`src/rtl/helios_stream_fifo.sv`:
```
// helios_stream_fifo
//   First-word-fall-through FIFO with valid/ready handshakes on both sides.
//   Decouples the host byte stream from the Helios decoder (and back).
//
// Parameters
//   WIDTH   data word width in bits
//   DEPTH   number of entries; power of two, at least 2
//   ADDR_W  derived pointer width, leave at default
//
// Ports
//   clk           rising-edge clock
//   reset         asynchronous active-low reset
//   input_data    write-side data
//   input_valid   write-side valid
//   input_ready   write-side ready, high while not full
//   output_data   head-of-queue data, zero while empty
//   output_valid  read-side valid, high while not empty
//   output_ready  read-side ready from consumer
//   fill_level    number of stored words, 0..DEPTH
//   high_water    (only with FIFO_HIGH_WATER_EN) max fill level since reset
//
// Build option
//   FIFO_HIGH_WATER_EN  adds the high_water port and its register.

module helios_stream_fifo #(
  parameter int unsigned WIDTH  = 8,
  parameter int unsigned DEPTH  = 128,
  parameter int unsigned ADDR_W = $clog2(DEPTH)
) (
  input  logic              clk,
  input  logic              reset,
  input  logic [WIDTH-1:0]  input_data,
  input  logic              input_valid,
  output logic              input_ready,
  output logic [WIDTH-1:0]  output_data,
  output logic              output_valid,
  input  logic              output_ready,
`ifdef FIFO_HIGH_WATER_EN
  output logic [ADDR_W:0]   high_water,
`endif
  output logic [ADDR_W:0]   fill_level
);

  localparam int unsigned CNT_W = ADDR_W + 1;

  logic [WIDTH-1:0]  mem [DEPTH];
  logic [ADDR_W-1:0] wr_ptr;
  logic [ADDR_W-1:0] rd_ptr;
  logic [CNT_W-1:0]  count;
  logic [CNT_W-1:0]  count_next;
  logic              push;
  logic              pop;

  // Flags derive from the registered count only; no input-to-output bypass.
  assign input_ready  = (count != CNT_W'(DEPTH));
  assign output_valid = (count != '0);
  assign fill_level   = count;
  assign output_data  = output_valid ? mem[rd_ptr] : '0;

  assign push = input_valid  && input_ready;
  assign pop  = output_valid && output_ready;

  // Occupancy update: simultaneous push and pop leaves it unchanged.
  always_comb begin
    count_next = count;
    unique case ({push, pop})
      2'b10:   count_next = count + CNT_W'(1);
      2'b01:   count_next = count - CNT_W'(1);
      default: count_next = count;
    endcase
  end

  // Pointers wrap naturally because DEPTH is a power of two.
  always_ff @(posedge clk or negedge reset) begin
    if (!reset) begin
      wr_ptr <= '0;
      rd_ptr <= '0;
      count  <= '0;
    end else begin
      if (push) wr_ptr <= wr_ptr + ADDR_W'(1);
      if (pop)  rd_ptr <= rd_ptr + ADDR_W'(1);
      count <= count_next;
    end
  end

  // Storage is not reset; input_data is only sampled on a real push.
  always_ff @(posedge clk) begin
    if (push) mem[wr_ptr] <= input_data;
  end

`ifdef FIFO_HIGH_WATER_EN
  // Peak occupancy; bounded by DEPTH since count never exceeds it.
  always_ff @(posedge clk or negedge reset) begin
    if (!reset) begin
      high_water <= '0;
    end else if (count_next > high_water) begin
      high_water <= count_next;
    end
  end
`endif

endmodule

```
`config.mk`:
```
export PLATFORM = sky130hd
export DESIGN_NAME = helios_stream_fifo
export DESIGN_NICKNAME = d
export VERILOG_FILES = /design/src/rtl/helios_stream_fifo.sv
export SDC_FILE = /design/constraint.sdc
export NUM_CORES = 1
export LEC_CHECK = 0
export BUFFER_PORTS_ARGS = -buffer_cell sky130_fd_sc_hd__buf_2
export CAP_MARGIN = 20
export CORE_MARGIN = 2
export CORE_UTILIZATION = 50
export DETAILED_ROUTE_END_ITERATION = 10
export PLACE_DENSITY = 0.68
export SYNTH_ARGS = -nofsm -noshare
export SYNTH_HDL_FRONTEND = slang
export SYNTH_SLANG_ARGS = --single-unit
```
`constraint.sdc`:
```
create_clock -name clk -period 4.1 [get_ports clk]
set_input_delay 0.82 -clock clk [delete_from_list [all_inputs] [get_ports clk]]
set_output_delay 0.82 -clock clk [all_outputs]
set_load 0.01 [all_outputs]
```
-- Yosys cells after proc, flatten, opt, wreduce, memory -nomap -nowiden
Memories as Yosys holds them, arrays and structs flattened.
Cells that the tools add are included.
- add/sub/neg operators: 4
- reductions and logical operators: 4
- mux-type cells: 4
- equal/unequal tests: 3
- operators by type and width (cell ; count):
    case mux 8 bit (2 select lines) ; 1
    adder 7 x 1 -> 7 bit (second input constant) ; 2
    adder 8 x 1 -> 8 bit (second input constant) ; 1
    2-to-1 mux 8 bit ; 1
    inequality test 8 bit (second input constant) ; 1
    nonzero test 8 bit ; 1
    subtractor 8 x 1 -> 8 bit (second input constant) ; 1
    == test 2 x 1 -> 1 bit (second input constant) ; 1
    == test 2 bit (second input constant) ; 1
    logical AND 1 bit ; 2
    2-to-1 mux 1 bit ; 2
    nonzero test 2 bit ; 1
- output and inout port bits: 18
- bits in writable memories: 1024
- input port bits: 12
- memories kept: 1
- register bits: 22
- logic and storage cells: 19
- memory list (name ; depth ; width ; read ports ; clocked after Yosys merged registers in ; write ports ; line ; RTL):
    mem ; 128 ; 8 ; 1 ; 0 ; 1 ; 46 ; logic [WIDTH-1:0] mem [DEPTH];

-- Depth between registers and ports, before layout
- depth in word-level cells: 4
- mapped depth: 16
- depth with buffers taken out: 13

-- Worst setup path before layout
No wires, ideal clock.
- kind: register -> register
- from: register count[2], in the netlist fill_level[2]
- to: register count[4], in the netlist fill_level[4]
- path buffers: 3
- stages on the path, launching flop included: 17
- period minus slack after synthesis: 3361 ps
- setup time: 123 ps
- data required time: 3977 ps
- data arrival time: 3238 ps
- path slack: 739 ps
- cells stage by stage: dfrtp_1 clkbuf_1 nor3_1 nand2_1 nor2_2 inv_1 and2_1 clkbuf_1 ha_1 buf_1 xor2_1 ha_1 a31oi_1 o22ai_1 xor2_1 nor2b_1 xnor2_1
- longest elaborated chain between the ends: 4
- elaborated cells between the ends (all ways): 10
- those cells by class: 2 x add/sub; 3 x eq/ne; 1 x mux; 4 x reduce/logical
- ends and longest elaborated chain (element ; line ; RTL):
    start: declaration ; 49 ; logic [CNT_W-1:0] count;
    start signal: assignment ; 82 ; count <= count_next;
    nonzero test 8 bit (*) ; 56 ; assign output_valid = (count != '0);
    net output_valid ; 36 ; output logic output_valid,
    logical AND 1 bit (*) ; 61 ; assign pop = output_valid && output_ready;
    net pop ; 52 ; logic pop;
    == test 2 x 1 -> 1 bit / == test 2 bit (equally long branches) ; 66 ; unique case ({push, pop})
    case mux 8 bit (2 select lines) / nonzero test 2 bit (equally long branches) ; -- ;
The timed path passes the listed nets; every way through them passes the cells marked *.
A chain may end at the register's enable or synchronous reset.

-- Worst setup path in the final report
- from: register rd_ptr[0]
- to: output port output_data[4]
- longest elaborated chain between the ends: 2
- ends and longest elaborated chain (element ; line ; RTL):
    start: declaration ; 48 ; logic [ADDR_W-1:0] rd_ptr;
    start signal: assignment ; 81 ; if (pop) rd_ptr <= rd_ptr + ADDR_W'(1);
    memory (128 x 8 bit) ; -- ;
    2-to-1 mux 8 bit ; 58 ; assign output_data = output_valid ? mem[rd_ptr] : '0;
    end: declaration ; 35 ; output logic [WIDTH-1:0] output_data,
Every way passes these cells.

==> run metrics <==
status=finished with violations; violations in the final reports=negative setup slack; main area contributors after synthesis=edfxtp_1, mux4_2, mux2i_1; wire length of the first global-routing pass=149,000 um; total count of max-transition violations in the final report=0; most congested layer reported by global routing=met2; critical path launch point type=register; antenna fix cells=0; chip height=291 um; most frequent cells in the layout=edfxtp_1, mux4_2, buf_4; post-route cell area=48,900 um^2; Total Nets Final=2,321; number of buffers created by CTS=103; min setup slack post-route=-0.0524 ns; post-layout util=59.7%; number of buffers added to fix hold violations after cts=0; arrival time of the worst setup path=3.33 ns; distinct cell type count after synthesis=57; via/cell ratio=6.25; P per Cell Area=704 nW/um^2; hold slack=0.158 ns; Peak Freq=0.241 GHz; Initial Util=50.4%; final number of hold-violating endpoints=0; total core area=82,000 um^2; drt drc=0; total standard cell area after synthesis=41,300 um^2; number of levels the H-tree was split into=3; first-pass detailed-route iteration total=8; largest fanout on the critical path=6; fraction of registers with async set/reset=2.10%; DR vias=21,600; most common cell after layout, fill and taps aside=edfxtp_1; Post-synth EDFFs=1,024; maximum count of clock buffers along a single path=3; final critical delay including setup and external delays=4.15 ns; largest vdd supply drop=444 uV; number of nets still failing antenna checks after routing=0; clock-pin transition on the worst setup and hold timing paths=0.06 ns; number of global-route vias before repair=21,700; GRT met1 Usage=33.7%; global routing usage on met2=38.6%; post-synthesis instance total=2,070; Setup CP Type=reg2out; type of destination of the critical path=primary output; floorplan die area=84,900 um^2; die extent in x=291 um; Rel. slew slack=30.4%; placement-stage worst setup slack=0.00227 ns; met3 Resource Use GR=5.12%; sequential cell area=31,300 um^2; Post-Synthesis Net Count=2,087; synthesized area per cell=20.0 um^2; Worst EP required=3.28 ns; total congestion overflow=0; wire length after detailed routing=103,000 um; final setup vio count=3; number of cells on the worst reg-to-reg path=14; All-Layer GR Usage=24.2%; routability-driven placement congestion ratio=0.851; placed cell areas=43,400 um^2; Rows=105; maximum number of pins on one net before global-route repair=86; clock insertion delay at the later pin of the skew report=0.68 ns; dominant synthesized flop cell=edfxtp_1; Sinks on Clock Net=1,046; worst clock skew=0.0373 ns; Port-buffer cells=29; slew at the pin with the worst max-slew slack=1.04 ns; Leak Pwr=0.0160 uW; DRT iter0 DRCs=2,426; Yosys warning total=0; I/O pin count=30; number of antenna violations at the first check in global routing=0; routed len/inst=29.7 um; fraction of the cycle the final worst path needs=101%; Synth-to-Final Area Change=18.4%; layout filler cell count=5,727; multi-input gate area in the final layout=10,000 um^2; sum of net half-perimeters after detailed placement=60,500 um; Synth top area share=74.4%; root buffer selected by CTS=clkbuf_16; number of synthesized register bits=1,046; post-synthesis sequential area ratio=75.8%; fraction of final layout cells with drive strength greater than 1=30.9%; unrepaired setup endpoints after global routing=true; max-cap violation count=0; type of the tightest min-delay check=in2async; TritonCTS clock tree=yes; biggest area consumer among synthesized cells=edfxtp_1
==> synth_stat cells, types with 7 or more instances <==
cell,number
dfrtp_1,22
a21oi_1,25
nor2_1,151
o21ai_0,25
a221oi_1,11
nor2b_1,12
clkbuf_1,36
buf_6,13
mux4_2,195
mux2i_1,170
o211ai_1,8
a311oi_1,7
a22oi_1,23
buf_2,35
o2111ai_1,7
buf_4,25
xor2_1,10
mux2_2,18
o22ai_1,40
nand3_1,21
a22o_1,7
nor3_1,9
edfxtp_1,1024
nand2_1,84
a31oi_1,8
xnor2_1,13
==> layer usage <==
| metal | wire (um) | share of wire (%) |
|---|---|---|
| met1 | 40600 | 40 |
| met2 | 49300 | 48 |
| met3 | 9420 | 9.2 |
| met4 | 3400 | 3.3 |
| met5 | 0 | 0 |
==> stage by stage <==
step	total power, uW	setup TNS, ns	instances
global route	35400	-0.493	3463
detailed placement	22000	0	3198
floorplan	18600	0	2070
global placement	21800	-0.223	3197
CTS	34000	-0.300	3451
finish	34400	-0.116	3463
==> critical path: stages (launching register included) <==
cell and delay, ns:
dfrtp_4 0.49, buf_12 0.16, buf_8 0.14, buf_16 0.14, buf_6 0.11, mux4_2 0.37
mux2i_1 0.08, buf_4 0.17, o211ai_1 0.42, a211oi_2 0.15, nor3_2 0.25, buf_2 0.19
==> power breakdown <==
| part | total, uW | switching, uW | internal [uW] |
|---|---|---|---|
| Combinational | 12400 | 6640 | 5750 |
| Sequential | 12300 | 281 | 12100 |
| Clock | 9690 | 4040 | 5650 |
==> kinds of logic (layout without fill, tap and decap cells) <==
kind of cell,after synthesis,after routing,share of synthesized area [%]
adders and majority gates,5,5,0.151
AOI/OAI and AO/OA,183,183,3.05
DFF,1046,1046,75.8
xor gates and xnor gates,23,23,0.488
and+or+nand+nor,300,300,3.07
buffers and inverters,124,447,1.89
muxes,389,389,15.6
==> flip-flops by register name, summed over array words and instances (netlist names) <==
name and count:
fill_level 8, mem 1024, rd_ptr 7, wr_ptr 7
==> final cells by class <==
class,count,area share (%)
clock buffer,123,5.42
clock inverter,71,1.72
inverter,5,0.0384
multi-input combinational,900,20.5
sequential,1046,64.0
tap,1070,2.74
timing repair buffer,248,5.56
==> path summary, 6_finish.rpt <==
kind	endpoint	slack [ns]	start
worst max-delay path	output_data[4]	-0.05	rd_ptr[0]
worst min-delay path	fill_level[7]	0.16	reset
worst max register to register	fill_level[4]	0.46	fill_level[6]
worst min register to register	wr_ptr[2]	0.50	wr_ptr[2]
max in group asynchronous	rd_ptr[1]	3.44	reset
min in group clk	wr_ptr[2]	0.44	input_valid
==> timing repair <==
item,4_1_cts,5_1_grt
resized for setup,190,43
setup buffers,47,10
pin swaps,45,22
gates cloned,13,3
setup endpoints to repair,8,8
Power figures use the tool's default switching activity.
